### src/rtl/accumulating_add_sub_pkg.sv
// Shared definitions for the accumulating add/subtract block:
// FSM state encoding and the signed saturation limits as functions of width.
package accumulating_add_sub_pkg;

  typedef enum logic [1:0] {
    ST_IDLE = 2'd0,
    ST_RUN  = 2'd1,
    ST_DONE = 2'd2
  } state_e;

  // Largest positive two's-complement value of the given width (width <= 64).
  function automatic logic [63:0] sat_pos_limit(input int unsigned width);
    return (64'd1 << (width - 1)) - 64'd1;
  endfunction

  // Most negative two's-complement value of the given width (width <= 64).
  function automatic logic [63:0] sat_neg_limit(input int unsigned width);
    return 64'd1 << (width - 1);
  endfunction

endpackage

### src/rtl/accumulating_add_sub_ripple_carry_adder.sv
// Combinational ripple-carry adder: S = A + B + Cin, raw carry-out CF and
// signed overflow OF (operand signs equal, result sign differs).
module ripple_carry_adder #(
  parameter int DATA_WIDTH = 8
) (
  input  logic [DATA_WIDTH-1:0] A,
  input  logic [DATA_WIDTH-1:0] B,
  input  logic                  Cin,
  output logic [DATA_WIDTH-1:0] S,
  output logic                  CF,
  output logic                  OF
);

  logic [DATA_WIDTH:0] carry;

  assign carry[0] = Cin;

  // One full-adder cell per bit, carry rippling from LSB to MSB.
  generate
    for (genvar gi = 0; gi < DATA_WIDTH; gi++) begin : g_bit
      assign S[gi]       = A[gi] ^ B[gi] ^ carry[gi];
      assign carry[gi+1] = (A[gi] & B[gi]) | (carry[gi] & (A[gi] ^ B[gi]));
    end
  endgenerate

  assign CF = carry[DATA_WIDTH];
  assign OF = (A[DATA_WIDTH-1] == B[DATA_WIDTH-1]) &&
              (S[DATA_WIDTH-1] != A[DATA_WIDTH-1]);

endmodule

### src/rtl/accumulating_add_sub.sv
// Multi-operand add/subtract accumulator. Accepts a burst of `count` signed
// operands on a valid/ready stream, folds each into a running register via
// the ripple-carry adder, then presents sum/cf/of on an output handshake.
// Optional feature macro: ACC_SATURATE_EN (saturate instead of wrapping on
// signed overflow).
module accumulating_add_sub
  import accumulating_add_sub_pkg::*;
#(
  parameter int DATA_WIDTH = 8,
  parameter int CNT_WIDTH  = 8
) (
  input  logic                  clk,
  input  logic                  rst,
  input  logic                  start,
  input  logic [CNT_WIDTH-1:0]  count,
  input  logic                  in_valid,
  output logic                  in_ready,
  input  logic [DATA_WIDTH-1:0] in_data,
  input  logic                  in_sub,
  output logic                  out_valid,
  input  logic                  out_ready,
  output logic [DATA_WIDTH-1:0] sum,
  output logic                  cf,
  output logic                  of,
  output logic                  busy
);

  state_e                state_q, state_d;
  logic [DATA_WIDTH-1:0] acc_q, acc_d;
  logic [CNT_WIDTH-1:0]  rem_q, rem_d;
  logic                  cf_q, cf_d;
  logic                  of_q, of_d;

  logic                  load_start;
  logic                  accept;
  logic [DATA_WIDTH-1:0] add_b;
  logic                  add_cin;
  logic [DATA_WIDTH-1:0] add_s;
  logic                  add_cf;
  logic                  add_of;
  logic [DATA_WIDTH-1:0] acc_next;

  assign load_start = (state_q == ST_IDLE) && start;
  assign accept     = (state_q == ST_RUN) && in_valid;

  // Subtraction is acc + ~B + 1, so the carry-out reads as "no borrow".
  assign add_b   = in_sub ? ~in_data : in_data;
  assign add_cin = in_sub;

  ripple_carry_adder #(
    .DATA_WIDTH(DATA_WIDTH)
  ) u_adder (
    .A  (acc_q),
    .B  (add_b),
    .Cin(add_cin),
    .CF (add_cf),
    .OF (add_of),
    .S  (add_s)
  );

`ifdef ACC_SATURATE_EN
  localparam logic [DATA_WIDTH-1:0] SAT_POS = DATA_WIDTH'(sat_pos_limit(DATA_WIDTH));
  localparam logic [DATA_WIDTH-1:0] SAT_NEG = DATA_WIDTH'(sat_neg_limit(DATA_WIDTH));

  // Clamp toward the sign of the pre-operation accumulator on overflow.
  always_comb begin
    acc_next = add_s;
    if (add_of) begin
      acc_next = acc_q[DATA_WIDTH-1] ? SAT_NEG : SAT_POS;
    end
  end
`else
  assign acc_next = add_s;
`endif

  // State register.
  always_ff @(posedge clk) begin
    if (rst) begin
      state_q <= ST_IDLE;
    end else begin
      state_q <= state_d;
    end
  end

  // Next-state logic; start is only looked at in IDLE.
  always_comb begin
    state_d = state_q;
    case (state_q)
      ST_IDLE: begin
        if (start) begin
          state_d = (count != '0) ? ST_RUN : ST_DONE;
        end
      end
      ST_RUN: begin
        if (accept && (rem_q == CNT_WIDTH'(1))) begin
          state_d = ST_DONE;
        end
      end
      ST_DONE: begin
        if (out_ready) begin
          state_d = ST_IDLE;
        end
      end
      default: state_d = ST_IDLE;
    endcase
  end

  // Handshake outputs decode the registered state only.
  always_comb begin
    in_ready  = (state_q == ST_RUN);
    out_valid = (state_q == ST_DONE);
    busy      = (state_q != ST_IDLE);
  end

  // Datapath next-state: clear on burst start, fold in each accepted operand.
  always_comb begin
    acc_d = acc_q;
    rem_d = rem_q;
    cf_d  = cf_q;
    of_d  = of_q;
    if (load_start) begin
      acc_d = '0;
      cf_d  = 1'b0;
      of_d  = 1'b0;
      rem_d = count;
    end else if (accept) begin
      acc_d = acc_next;
      cf_d  = add_cf;
      of_d  = of_q | add_of;
      rem_d = rem_q - CNT_WIDTH'(1);
    end
  end

  // Datapath registers.
  always_ff @(posedge clk) begin
    if (rst) begin
      acc_q <= '0;
      rem_q <= '0;
      cf_q  <= 1'b0;
      of_q  <= 1'b0;
    end else begin
      acc_q <= acc_d;
      rem_q <= rem_d;
      cf_q  <= cf_d;
      of_q  <= of_d;
    end
  end

  assign sum = acc_q;
  assign cf  = cf_q;
  assign of  = of_q;

endmodule

### config.mk
export PLATFORM = sky130hd
export DESIGN_NAME = accumulating_add_sub
export DESIGN_NICKNAME = d
export VERILOG_FILES = /design/src/rtl/accumulating_add_sub_pkg.sv /design/src/rtl/accumulating_add_sub_ripple_carry_adder.sv /design/src/rtl/accumulating_add_sub.sv
export SDC_FILE = /design/constraint.sdc
export NUM_CORES = 1
export LEC_CHECK = 0
export BUFFER_PORTS_ARGS = -buffer_cell sky130_fd_sc_hd__buf_2
export CORE_UTILIZATION = 46
export CTS_BUF_LIST = sky130_fd_sc_hd__clkbuf_16
export DETAILED_ROUTE_END_ITERATION = 8
export PLACE_DENSITY = 0.77
export SYNTH_ARGS = -nofsm -noshare
export SYNTH_HDL_FRONTEND = slang
export SYNTH_SLANG_ARGS = --single-unit
### constraint.sdc
create_clock -name clk -period 3.63 [get_ports clk]
set_input_delay 0.363 -clock clk [delete_from_list [all_inputs] [get_ports clk]]
set_output_delay 0.363 -clock clk [all_outputs]
set_load 0.05 [all_outputs]
### After elaboration in Yosys (flattened, before gate mapping)

Cells that the tools add are included.

* flip-flop bits (word level): 20
* output and inout bits: 13
* logic and storage cells: 74

* $add $sub $neg: 1
* equal/unequal tests: 8
* multiplexer cells: 8
* bitwise operators: 42
* reductions and logical operators: 10

Operators by type and width (count)
* 8-bit 2-to-1 mux: 3
* 1-bit AND: 16
* 1-bit XOR: 16
* 1-bit bitwise OR: 9
* 8-bit by 1-bit == test with 1-bit output, second input constant: 1
* 2-bit 2-to-1 mux: 4
* 8-bit NOT: 1
* 8-bit nonzero test: 1
* 8-bit by 1-bit subtractor with 8-bit output, second input constant: 1
* 2-bit case mux with 3 select lines: 1
* 1-bit logical AND: 4
* 2-bit by 1-bit inequality test with 1-bit output, second input constant: 2
* 2-bit nonzero test: 2
* 3-bit AND reduction: 1
* 2-bit by 1-bit == test with 1-bit output, second input constant: 1
* 2-bit == test, second input constant: 1
* 2-bit logical NOT: 1
* 2-bit inequality test, second input constant: 1
* 2-bit OR reduction: 1
* 1-bit == test: 1
* 1-bit inequality test: 1

### Longest topological paths before layout

* word-level depth: 21
* depth in mapped cells: 14
* mapped depth without buffers: 13

### By module

Synthesis repeated with hierarchy kept, for this count alone.

* cell total of the unflattened synthesis: 153
* area total of the unflattened synthesis: 1247.4 um2

By module, submodules not included
* accumulating_add_sub: times used 1, cells an instance 132, area each 1024.7 um2, seq. area each 400.4 um2
* ripple_carry_adder: times used 1, cells an instance 21, area each 222.7 um2, seq. area each 0.0 um2

### Least setup slack after synthesis

No wires, ideal clock.

* path kind: input to register
* start point: in in_sub
* end point: reg of_q (netlist: of)
* library setup time: 0.065 ns
* arrival time: 3.823 ns
* required time: 3.565 ns
* path slack: -0.258 ns
* cell stages on the path: 14
* path through: clkbuf_1 -> xnor2_1 -> fa_1 -> fa_1 -> fa_1 -> fa_1 -> fa_1 -> inv_1 -> fa_1 -> fa_1 -> xnor2_1 -> nor3_1 -> nor2_1 -> nor2_1

* cells in the longest elaborated chain, start to end: 20
* elaborated cells on any way between the ends: 35

Ends and longest elaborated chain
* from (decl): RTL line accumulating_add_sub.sv:19 `input logic in_sub,`
* 8-bit 2-to-1 mux: RTL line accumulating_add_sub.sv:47 `assign add_b = in_sub ? ~in_data : in_data;`
* 1-bit XOR: RTL line accumulating_add_sub_ripple_carry_adder.sv:22 `assign carry[gi+1] = (A[gi] & B[gi]) | (carry[gi] & (A[gi] ^ B[gi]));`
* 1-bit AND: RTL line accumulating_add_sub_ripple_carry_adder.sv:22
* 1-bit bitwise OR: RTL line accumulating_add_sub_ripple_carry_adder.sv:22
* 1-bit AND: RTL line accumulating_add_sub_ripple_carry_adder.sv:22
* 1-bit bitwise OR: RTL line accumulating_add_sub_ripple_carry_adder.sv:22
* 1-bit AND: RTL line accumulating_add_sub_ripple_carry_adder.sv:22
* 1-bit bitwise OR: RTL line accumulating_add_sub_ripple_carry_adder.sv:22
* (+5 left out)
* 1-bit bitwise OR: RTL line accumulating_add_sub_ripple_carry_adder.sv:22
* 1-bit AND: RTL line accumulating_add_sub_ripple_carry_adder.sv:22
* 1-bit bitwise OR: RTL line accumulating_add_sub_ripple_carry_adder.sv:22
* 1-bit XOR (*): RTL line accumulating_add_sub_ripple_carry_adder.sv:21 `assign S[gi] = A[gi] ^ B[gi] ^ carry[gi];`
* net acc_next[7]: RTL line accumulating_add_sub.sv:41 `logic [DATA_WIDTH-1:0] acc_next;`
* 1-bit inequality test (*): RTL line accumulating_add_sub_ripple_carry_adder.sv:28 `(S[DATA_WIDTH-1] != A[DATA_WIDTH-1]);`
* 1-bit logical AND (*): RTL line accumulating_add_sub_ripple_carry_adder.sv:27 `assign OF = (A[DATA_WIDTH-1] == B[DATA_WIDTH-1]) &&`
* 1-bit bitwise OR (*): RTL line accumulating_add_sub.sv:129 `of_d = of_q | add_of;`
* to (signal assigned): RTL line accumulating_add_sub.sv:140 `of_q <= 1'b0;`
* to (signal assigned): RTL line accumulating_add_sub.sv:145 `of_q <= of_d;`
* to (decl): RTL line accumulating_add_sub.sv:32 `logic of_q, of_d;`

The timed path passes the listed nets; every way through them passes the cells marked *.
A chain may end at the register's enable or synchronous reset.

### Final worst setup path

* start point: reg acc_q[0] (netlist: sum[0])
* end point: reg of_q (netlist: of)

* cells in the longest elaborated chain, start to end: 19
* elaborated cells on any way between the ends: 20

Ends and longest elaborated chain
* from (decl): RTL line accumulating_add_sub.sv:29 `logic [DATA_WIDTH-1:0] acc_q, acc_d;`
* from (signal assigned): RTL line accumulating_add_sub.sv:137 `acc_q <= '0;`
* from (signal assigned): RTL line accumulating_add_sub.sv:142 `acc_q <= acc_d;`
* 1-bit XOR: RTL line accumulating_add_sub_ripple_carry_adder.sv:22
* 1-bit AND: RTL line accumulating_add_sub_ripple_carry_adder.sv:22
* 1-bit bitwise OR (*): RTL line accumulating_add_sub_ripple_carry_adder.sv:22
* 1-bit AND (*): RTL line accumulating_add_sub_ripple_carry_adder.sv:22
* 1-bit bitwise OR (*): RTL line accumulating_add_sub_ripple_carry_adder.sv:22
* 1-bit AND (*): RTL line accumulating_add_sub_ripple_carry_adder.sv:22
* 1-bit bitwise OR (*): RTL line accumulating_add_sub_ripple_carry_adder.sv:22
* 1-bit AND (*): RTL line accumulating_add_sub_ripple_carry_adder.sv:22
* (+4 left out)
* 1-bit bitwise OR (*): RTL line accumulating_add_sub_ripple_carry_adder.sv:22
* 1-bit AND (*): RTL line accumulating_add_sub_ripple_carry_adder.sv:22
* 1-bit bitwise OR (*): RTL line accumulating_add_sub_ripple_carry_adder.sv:22
* 1-bit XOR (*): RTL line accumulating_add_sub_ripple_carry_adder.sv:21
* net acc_next[7]: RTL line accumulating_add_sub.sv:41
* 1-bit inequality test (*): RTL line accumulating_add_sub_ripple_carry_adder.sv:28
* 1-bit logical AND (*): RTL line accumulating_add_sub_ripple_carry_adder.sv:27
* 1-bit bitwise OR (*): RTL line accumulating_add_sub.sv:129

Marks and branches as above.

==> summary.md <==
Outcome
• outcome: complete, no violations

Critical path
• number of cells traversed by the worst register-to-register path: 13
• CP startpoint kind: flop
• CP Data Required Time: 3.77 ns
• category of the critical setup timing path: reg -> reg
• slack of the worst reg-to-reg path: 0.19 ns
• endpoint arrival time on the critical path: 3.57 ns
• element type at the critical path end: flop
• maximum fanout encountered on the critical timing path: 3

Routing
• remaining antenna violation count after routing: 0
• drt pass-1 iters: 4
• via count: 1,104
• DRC violation count after routing: 0
• wire length per cell: 12.69 um
• final routed wirelength across all metal layers: 2577 um
• iteration-0 DRC count of the detailed router: 26
• mean number of vias per cell: 5.438

Synth
• number of nets produced by synthesis: 174
• netlist area before placement: 1221 um2
• Gate Count Post-Synth: 142
• share of flip-flops with an asynchronous set or reset after synthesis: 0
• number of flops mapped to enable cells by yosys: 0
• flip-flop cell with the highest count after synthesis: sky130_fd_sc_hd__dfxtp_1
• sequential element share of the synthesized area: 0.3279
• count of warnings emitted by yosys: 0
• post-synthesis area per instance: 8.600 um2
• number of storage elements in the synthesis netlist: 20
• Distinct cells, synth: 32

Clock network
• H-tree levels: 1
• CTS Hold Buffers Added: 0
• clock tree from TritonCTS: done
• PostCTS Resize Cnt: 0
• clock transition at the registers of the reported paths: 0.05 ns
• clock tree root driver cell: sky130_fd_sc_hd__clkbuf_16
• number of clock buffers inserted by TritonCTS: 3
• insertion delay of the later-clocked pin in the worst-skew pair: 0.25 ns
• Post-CTS Setup Bufs: 0
• maximum root-to-sink buffer count: 2
• number of clock sinks: 20

Pwr
• Leak: 0.6131 nW
• post-layout total power: 700.0 uW
• peak supply drop: 0.3093 mV
• pwr/cell area: 466.3 nW/um2

Global routing
• wire length of the first global-routing pass: 4222 um
• initial antenna violation count: 0
• maximum number of pins on one net before global-route repair: 21
• overflow left after global routing: 0
• Global Route Usage Sum: 0.2030
• via count of the first global-routing pass: 1,026

Timing
• Clock Skew: 0.001402 ns
• final worst path period share: 0.9468
• max-slew headroom at the worst pin: 0.5111
• Max Transition Viols Final: 0
• worst slew pin tran: 0.7277 ns
• count of final hold-check violations: 0
• worst path setup slack after routing: 0.1933 ns
• post-route minimum period: 3.437 ns
• setup repair after global routing missed its margin: false
• final setup violation count: 0
• setup tns final: 0 ns
• maximum clock frequency: 291.0 MHz

Placed design
• weighted congestion at the end of routability-driven global placement: 0.8527
• number of port buffers: 34
• half-perimeter wire length after placement: 2025 um
• Post-Place Worst Slack: -0.1042 ns

Run
• max-cap violations: 0

Cells and area
• fill cell instance count of the final layout: 232
• fraction of final layout cells sized beyond drive strength 1: 0.2890
• number of antenna diodes: 0
• number of nets in the final layout: 206
• P&R area growth vs syn: 22.95%

Floorplan
• Die Area: 2865 um2
• Top-Level Pins: 35
• floorplan row count: 18
• initial cell density of the core: 0.4885
• horizontal die dimension: 53.53 um
• core box area: 2500 um2
• die extent in y: 53.53 um

Min path
• number of instances on the worst hold path: 3
• kind of path behind the tightest hold check: in -> reg

## power breakdown
group | internal [mW] | switching (mW)
sequential | 0.239 | 0.0237
clock | 0.147 | 0.0783
combinational | 0.0783 | 0.134
## area by class of cell
class	instances	area, um2	area share
well taps	30	37.54	0.02500
clock buffers	3	75.07	0.05000
flip-flops and latches	20	402.9	0.2683
repair buffers	35	177.7	0.1183
multi-input cells	104	767.0	0.5108
clock inverters	1	3.754	0.002500
inverters	10	37.54	0.02500
## cells by family after synthesis
family                   after synthesis  synth area share
buffers and inverters                 18           0.06045
adder cells (fa/ha/maj)               10            0.1455
AO/OA/AOI/OAI                         34            0.1824
XOR/XNOR                               9           0.06455
multiplexers                           1          0.008197
flip-flops                            20            0.3279
AND/OR/NAND/NOR                       50            0.2111
## final timing paths
kind / from / to
max reg2reg: sum[0]$_SDFFE_PP0P_ / of$_SDFFE_PP0P_
min reg2reg: cf$_SDFFE_PP0P_ / cf$_SDFFE_PP0P_
min: count[0] / rem_q[0]$_SDFFE_PP0P_
max: sum[0]$_SDFFE_PP0P_ / of$_SDFFE_PP0P_
## Yosys cell counts (all sizes together), types with 2 or more instances
master | number | area (um2)
a211oi | 7 | 52.55
a21oi | 13 | 65.06
a221oi | 2 | 17.52
a22oi | 2 | 15.01
a32oi | 3 | 26.28
buf | 5 | 25.02
clkbuf | 3 | 11.26
dfxtp | 20 | 400.4
fa | 7 | 140.1
ha | 3 | 37.54
inv | 10 | 37.54
nand2 | 11 | 41.29
nand3 | 2 | 10.01
nor2 | 20 | 75.07
nor2b | 3 | 18.77
nor3 | 4 | 20.02
nor4 | 3 | 33.78
o21ai | 4 | 20.02
xnor2 | 6 | 52.55
xor2 | 3 | 26.28
## worst max-delay path, stage by stage, from the launching register on
cell and delay, ns:
sky130_fd_sc_hd__dfxtp_2 0.34, sky130_fd_sc_hd__mux2i_1 0.09, sky130_fd_sc_hd__fa_2 0.35, sky130_fd_sc_hd__fa_2 0.34, sky130_fd_sc_hd__fa_2 0.34, sky130_fd_sc_hd__fa_2 0.35
sky130_fd_sc_hd__fa_1 0.37, sky130_fd_sc_hd__inv_1 0.08, sky130_fd_sc_hd__fa_2 0.19, sky130_fd_sc_hd__fa_1 0.45, sky130_fd_sc_hd__xnor2_1 0.17, sky130_fd_sc_hd__nor3_1 0.07
sky130_fd_sc_hd__nor2_1 0.12, sky130_fd_sc_hd__nor2_1 0.05
## per-stage QoR
step                std cells  instance area [um2]  utilization  hold slack (ns)
CTS                       203                 1501       0.6006           0.3826
floorplan                 142                 1254            -           0.4675
global placement          199                 1423       0.5691           0.4430
global route              203                 1501       0.6006           0.3968
detailed placement        199                 1423       0.5691           0.4527
finish                    203                 1501       0.6006           0.3816
## flip-flops by register name, indices dropped and copies added, names as in the netlist
signal   cells
rem_q        8
state_q      2
of           1
cf           1
sum          8
## per-layer routing
layer	share of wire	wire (um)	GRT usage	vias to the layer above
met5	0	0	0	-
met4	0.0054	14	0.06140	0
met3	0.044	114	0.04023	2
met1	0.43	1105	0.2378	529
met2	0.52	1342	0.3667	28
li1	-	-	-	545
## placed cells by master (no fill, tap or decap), types with 4 or more instances in the layout
cell type,instances
sky130_fd_sc_hd__a21oi_1,13
sky130_fd_sc_hd__o21ai_0,4
sky130_fd_sc_hd__a211oi_1,7
sky130_fd_sc_hd__nand2_1,11
sky130_fd_sc_hd__xnor2_1,5
sky130_fd_sc_hd__dfxtp_1,18
sky130_fd_sc_hd__nor3_1,4
sky130_fd_sc_hd__nor2_1,20
sky130_fd_sc_hd__buf_2,34
sky130_fd_sc_hd__fa_2,5
sky130_fd_sc_hd__inv_1,10
Note: power is estimated with default switching activity, not from simulation.
